$ cat config.mk
export PLATFORM = sky130hd
export DESIGN_NAME = icache_flat
export DESIGN_NICKNAME = d
export VERILOG_FILES = /design/src/rtl/icache_if.sv /design/src/rtl/icache.sv /design/src/flat_wrapper.sv
export SDC_FILE = /design/constraint.sdc
export NUM_CORES = 1
export LEC_CHECK = 0
export BUFFER_PORTS_ARGS = -buffer_cell sky130_fd_sc_hd__buf_4
export CORE_MARGIN = 2
export CORE_UTILIZATION = 56
export DETAILED_ROUTE_END_ITERATION = 8
export GPL_ROUTABILITY_DRIVEN = 1
export PLACE_DENSITY = 0.76
export SETUP_SLACK_MARGIN = 0.4
export SYNTH_ARGS = -nofsm -noshare
export SYNTH_HDL_FRONTEND = slang
export SYNTH_SLANG_ARGS = --single-unit
$ cat constraint.sdc
create_clock -name CLK -period 5.8 [get_ports CLK]
set_clock_uncertainty 0.15 [all_clocks]
set_input_delay 0.87 -clock CLK [delete_from_list [all_inputs] [get_ports CLK]]
set_output_delay 0.87 -clock CLK [all_outputs]
set_load 0.01 [all_outputs]
$ cat src/rtl/icache_if.sv
// Fetch-side and memory-side signal bundle for the icache.
// slave = cache view, master = datapath/memory environment view.
interface icache_if;
  logic        imemREN;
  logic [31:0] imemaddr;
  logic        ihit;
  logic [31:0] imemload;
  logic        iREN;
  logic [31:0] iaddr;
  logic        iwait;
  logic [31:0] iload;

  modport slave (
    input  imemREN, imemaddr, iwait, iload,
    output ihit, imemload, iREN, iaddr
  );

  modport master (
    output imemREN, imemaddr, iwait, iload,
    input  ihit, imemload, iREN, iaddr
  );
endinterface

$ cat src/rtl/icache.sv
// Direct-mapped one-word-line instruction cache: zero-cycle hits, one outstanding fill.
// Define ICACHE_STATS_EN to add saturating hit_count / miss_count outputs.
module icache #(
  parameter int SETS = 16
) (
  input  logic        CLK,
  input  logic        nRST,
  icache_if.slave     bus
`ifdef ICACHE_STATS_EN
  ,
  output logic [31:0] hit_count,
  output logic [31:0] miss_count
`endif
);

  localparam int IDX_W = $clog2(SETS);
  localparam int TAG_W = 30 - IDX_W;

  localparam logic [0:0] IDLE = 1'b0;
  localparam logic [0:0] FILL = 1'b1;

  logic [0:0]       state;
  logic [31:0]      fillAddr;
  logic [SETS-1:0]  valid;
  logic [TAG_W-1:0] tagArr  [SETS];
  logic [31:0]      dataArr [SETS];

  logic [IDX_W-1:0] reqIdx;
  logic [IDX_W-1:0] fillIdx;
  logic [TAG_W-1:0] reqTag;
  logic [TAG_W-1:0] fillTag;
  logic             lookupHit;
  logic             missReq;
  logic             fillDone;
  logic             fwdHit;
  logic             unusedAddrBits;

  assign reqIdx  = bus.imemaddr[IDX_W+1:2];
  assign reqTag  = bus.imemaddr[31:IDX_W+2];
  assign fillIdx = fillAddr[IDX_W+1:2];
  assign fillTag = fillAddr[31:IDX_W+2];
  assign unusedAddrBits = ^bus.imemaddr[1:0];

  assign lookupHit = (state == IDLE) && bus.imemREN && valid[reqIdx] &&
                     (tagArr[reqIdx] == reqTag);
  assign missReq   = (state == IDLE) && bus.imemREN && !lookupHit;
  assign fillDone  = (state == FILL) && !bus.iwait;
  // Forward only when the datapath is still asking for the word being filled.
  assign fwdHit    = fillDone && bus.imemREN && (bus.imemaddr[31:2] == fillAddr[31:2]);

  always_ff @(posedge CLK or negedge nRST) begin
    if (!nRST) begin
      state    <= IDLE;
      fillAddr <= '0;
    end else begin
      case (state)
        IDLE: begin
          if (missReq) begin
            state    <= FILL;
            fillAddr <= {bus.imemaddr[31:2], 2'b00};
          end
        end
        FILL: begin
          if (!bus.iwait) state <= IDLE;
        end
        default: state <= IDLE;
      endcase
    end
  end

  always_ff @(posedge CLK or negedge nRST) begin
    if (!nRST) begin
      valid <= '0;
    end else if (fillDone) begin
      valid[fillIdx] <= 1'b1;
    end
  end

  // Tag/data storage carries no reset; validity alone gates its use.
  always_ff @(posedge CLK) begin
    if (fillDone) begin
      tagArr[fillIdx]  <= fillTag;
      dataArr[fillIdx] <= bus.iload;
    end
  end

  always_comb begin
    bus.ihit     = 1'b0;
    bus.imemload = '0;
    bus.iREN     = 1'b0;
    bus.iaddr    = '0;
    if (state == FILL) begin
      bus.iREN  = 1'b1;
      bus.iaddr = fillAddr;
    end
    if (lookupHit) begin
      bus.ihit     = 1'b1;
      bus.imemload = dataArr[reqIdx];
    end else if (fwdHit) begin
      bus.ihit     = 1'b1;
      bus.imemload = bus.iload;
    end
  end

`ifdef ICACHE_STATS_EN
  function automatic logic [31:0] satInc(input logic [31:0] v);
    return (v == 32'hFFFF_FFFF) ? v : v + 32'd1;
  endfunction

  always_ff @(posedge CLK or negedge nRST) begin
    if (!nRST) begin
      hit_count  <= '0;
      miss_count <= '0;
    end else begin
      if (lookupHit) hit_count  <= satInc(hit_count);
      if (missReq)   miss_count <= satInc(miss_count);
    end
  end
`endif

endmodule
$ cat src/flat_wrapper.sv
// flat-port wrapper written by rule: the top's interface ports become plain ports
module icache_flat 
#(
  parameter int SETS = 16
)
  (CLK, nRST, bus_imemREN, bus_imemaddr, bus_iwait, bus_iload, bus_ihit, bus_imemload, bus_iREN, bus_iaddr);
  icache_if bus_i ();
  input  logic CLK;
  input  logic nRST;
  input wire logic [$bits(bus_i.imemREN)-1:0] bus_imemREN;
  input wire logic [$bits(bus_i.imemaddr)-1:0] bus_imemaddr;
  input wire logic [$bits(bus_i.iwait)-1:0] bus_iwait;
  input wire logic [$bits(bus_i.iload)-1:0] bus_iload;
  output wire logic [$bits(bus_i.ihit)-1:0] bus_ihit;
  output wire logic [$bits(bus_i.imemload)-1:0] bus_imemload;
  output wire logic [$bits(bus_i.iREN)-1:0] bus_iREN;
  output wire logic [$bits(bus_i.iaddr)-1:0] bus_iaddr;
  assign bus_i.imemREN = bus_imemREN;
  assign bus_i.imemaddr = bus_imemaddr;
  assign bus_i.iwait = bus_iwait;
  assign bus_i.iload = bus_iload;
  assign bus_ihit = bus_i.ihit;
  assign bus_imemload = bus_i.imemload;
  assign bus_iREN = bus_i.iREN;
  assign bus_iaddr = bus_i.iaddr;
  icache #(.SETS(SETS)) u_core (.CLK(CLK), .nRST(nRST), .bus(bus_i));
endmodule
==> flow_summary.yaml <==
grt:
  grt-ovfl-total: 0
  grt_first_pass_wirelength_um: 135000
  first_global_vias: 20200
  antenna_found_initial: 0
  grt_use_total_pct: 26.3
  grt_max_degree: 60
min_path:
  hold_class: "input pin to async pin"
timing:
  finalCritPeriodShare_pct: 90.4
  period_needed_ps: 5250
  max_slew.worst_pin.slew_ps: 1200
  rsz0062_at_grt: "false"
  max_clock_freq_ghz: 0.191
  setup_viol: 0
  hold_ws_ps: 133
  max-slew-margin-rel_pct: 19.6
  final-max-slew-violation-count: 0
  setup-tns-final_ps: 0
  finalHoldViolations: 0
worst_setup_path:
  cp_data_required_time_ps: 4780
  cp_slowest_cell: "or4_2"
  timing.reg2reg.setup_slack_ps: 2200
  r2r_cells: 10
  critPathKind: "input pin to output port"
  worstReg2RegEnd: "u_core.fillAddr[31]"
  cp_num_buf_inv: 5
  max_stage_delay_ps: 710
  crit_chain: "buf_8, buf_4, and2_2, buf_4, a22oi_1, a211o_1, nand3_1, nand2_1, or3_1, or4_2, buf_12, o21ai_0, buf_4"
  cp_max_fo: 33
  rr_startpoint: "u_core.tagArr[6][12]"
  cp.arrival_ps: 4230
  crit_family: "simple AND/OR/NAND/NOR gates"
  crit_path_end_kind: "output port"
  crit_path_frequent_cell: "buf_4"
  start_kind: "input pin"
placement:
  dp_cells: 2902
  place_hpwl_um: 48000
  gp_congestion: 0.879
  io_buffer_count: 129
die:
  die_w_um: 268
  core_area_sq_um: 68900
  ioPinCount: 134
  floorplan.initialDensity_pct: 56.8
  die-area_sq_um: 72000
  rows: 96
  die_y_um: 268
finish:
  final_core_util_pct: 65.0
  syn2layout_area_growth_pct: 14.5
  layout-drive-gt1-share_pct: 30.6
  instances_no_fill: 3084
  num-nets-final: 2139
clock_tree:
  cts-root-buf: "clkbuf_16"
  htree_levels: 3
  clk_latency_ps: 660
  clk_path_buf_depth: 3
  post-cts-setup-buffers: 0
  cts_buffers: 95
  clk_pin_slew_ps: 60
  cts_tree: "done"
  cts_sinks: 975
detailed_routing:
  vias: 20000
  drt_iter0_markers: 2401
  firstDrtPassIters: 8
  viasPerCell: 6.48
  ant_nets: 0
  finalWirelength_um: 94400
  drcViolationCount: 0
  wl_per_cell_um: 30.6
flow_run:
  drv_cap: 0
yosys:
  synth-seq-cells: 975
  yosys.area_share.simple_pct: 3.58
  synthAdderAreaFrac_pct: 0
  synth_top_family_by_area: "multiplexers"
  muxShareOfSynthArea_pct: 17.3
  synth_compound_area_share_pct: 1.73
  ys.flop_type: "edfxtp_1"
  yosys_warnings: 0
  seq_area_frac_synth_pct: 74.2
  synthesis.area_sq_um: 39100
  async_flop_share_pct: 4.82
  synth.avg_cell_area_sq_um: 20.8
  synth_edf_count: 928
  synth-xor-area-share_pct: 1.25
  yosysUniqueCellTypes: 65
  synth_cells: 1886
power:
  combPwrFrac_pct: 8.0
  p_clk_share_pct: 38.7
  total_power_mw: 15.9
  internal_power_mw: 12.3
  power_density_nw_per_um2: 355
  p_seq_share_pct: 53.3
  leakagePower_nw: 15.0
  ir_drop_v: 0.000241
  p_sw_mw: 3.61
  switching_share_pct: 22.7
run_status:
  outcome: "finished, final reports clean"
[synth_stat cells, drive strengths merged, types with 2 or more instances]
cell type	count	area share (%)
xnor2	29	0.65
nor3	16	0.20
or2	17	0.27
nor4	15	0.24
mux4	238	14
mux2	34	1.3
nand3b	4	0.077
buf	68	1.1
or3b	2	0.045
and2	34	0.54
nand2	50	0.48
nor2	20	0.19
clkbuf	46	0.44
mux2i	93	2.4
nor4b	5	0.11
o211ai	4	0.077
nand2b	10	0.16
or4	3	0.067
nand3	13	0.17
nand4	16	0.26
and4	9	0.20
a211oi	4	0.090
nor2b	7	0.11
nand4b	5	0.11
edfxtp	928	71
a2111oi	7	0.16
a22oi	25	0.48
a211o	8	0.18
or3	5	0.080
xor2	27	0.60
dfrtp	47	3.0
and3	6	0.096
inv	36	0.35
o21ai	34	0.46
and4b	5	0.13
[cell usage in the layout (no fill, tap or decap), drive strengths merged, types with 10 or more instances in the layout]
cell,synthesis,final
a22oi,25,25
and2,34,34
buf,68,198
bufinv,0,10
clkbuf,46,128
clkinv,0,33
dfrtp,47,47
edfxtp,928,928
inv,36,40
mux2,34,34
mux2i,93,93
mux4,238,238
nand2,50,50
nand2b,10,10
nand3,13,13
nand4,16,16
nor2,20,20
nor3,16,16
nor4,15,15
o21ai,34,34
or2,17,17
xnor2,29,29
xor2,27,27
[power groups by stage]
stage	clock [mW]	combinational [mW]	sequential, mW
after floorplan	0	0.797	8.47
after global placement	0	1.22	8.56
after detailed placement	0	1.25	8.60
after CTS	6.22	1.26	8.46
after global routing	6.48	1.35	8.50
final	6.15	1.28	8.47
[metal layers]
metal	wire [um]	share of wire [%]	GRT usage (%)
met3	8720	9.2	4.41
met1	36800	39	37.6
met4	1820	1.9	7.19
met5	0	0	0
met2	47100	50	42.9
[how the worst max path moves through the flow]
stage	from	endpoint	slack, ps	cells after the start
2_1_floorplan	bus_imemaddr[2]	bus_imemload[10]	960	13
3_3_place_gp	bus_imemaddr[2]	bus_imemload[0]	320	11
3_5_place_dp	bus_imemaddr[2]	bus_imemload[11]	200	11
4_1_cts	bus_imemaddr[2]	bus_imemload[11]	410	12
5_1_grt	bus_imemaddr[3]	bus_imemload[13]	400	13
6_report	bus_imemaddr[3]	bus_imemload[11]	550	13
[logic make-up after synthesis]
| kind of cell | Yosys count |
|---|---|
| XOR/XNOR | 56 |
| buffers and inverters | 150 |
| flip-flops | 975 |
| AO/OA/AOI/OAI | 95 |
| other | 1 |
| multiplexers | 365 |
| AND/OR/NAND/NOR | 244 |
[state kept, by name, indices dropped and copies added (netlist names)]
signal,count
u_core.dataArr,512
u_core.fillAddr,30
u_core.state,1
u_core.tagArr,416
u_core.valid,16
[final cells by class]
class,instances,area (sq um)
clock buffer,125,2550
fill,4481,24100
clock inverter,52,568
tap,931,1160
antenna,2,5.00
timing repair buffer,201,1800
inverter,36,136
sequential,975,29000
multi-input combinational,762,9540
[stage by stage]
step,area [sq um],worst slack (ps)
after floorplan,39200,956
after global placement,41500,323
after detailed placement,41500,201
after CTS,44700,409
after global routing,44800,405
final,44800,555
[what timing repair did]
action,in CTS,in global routing
gates cloned,0,3
endpoints found under the setup margin,33,33
pin swaps,0,1
gates resized for setup,4,15
hold buffers,0,0
No activity file was read; power rests on OpenSTA's default activity.
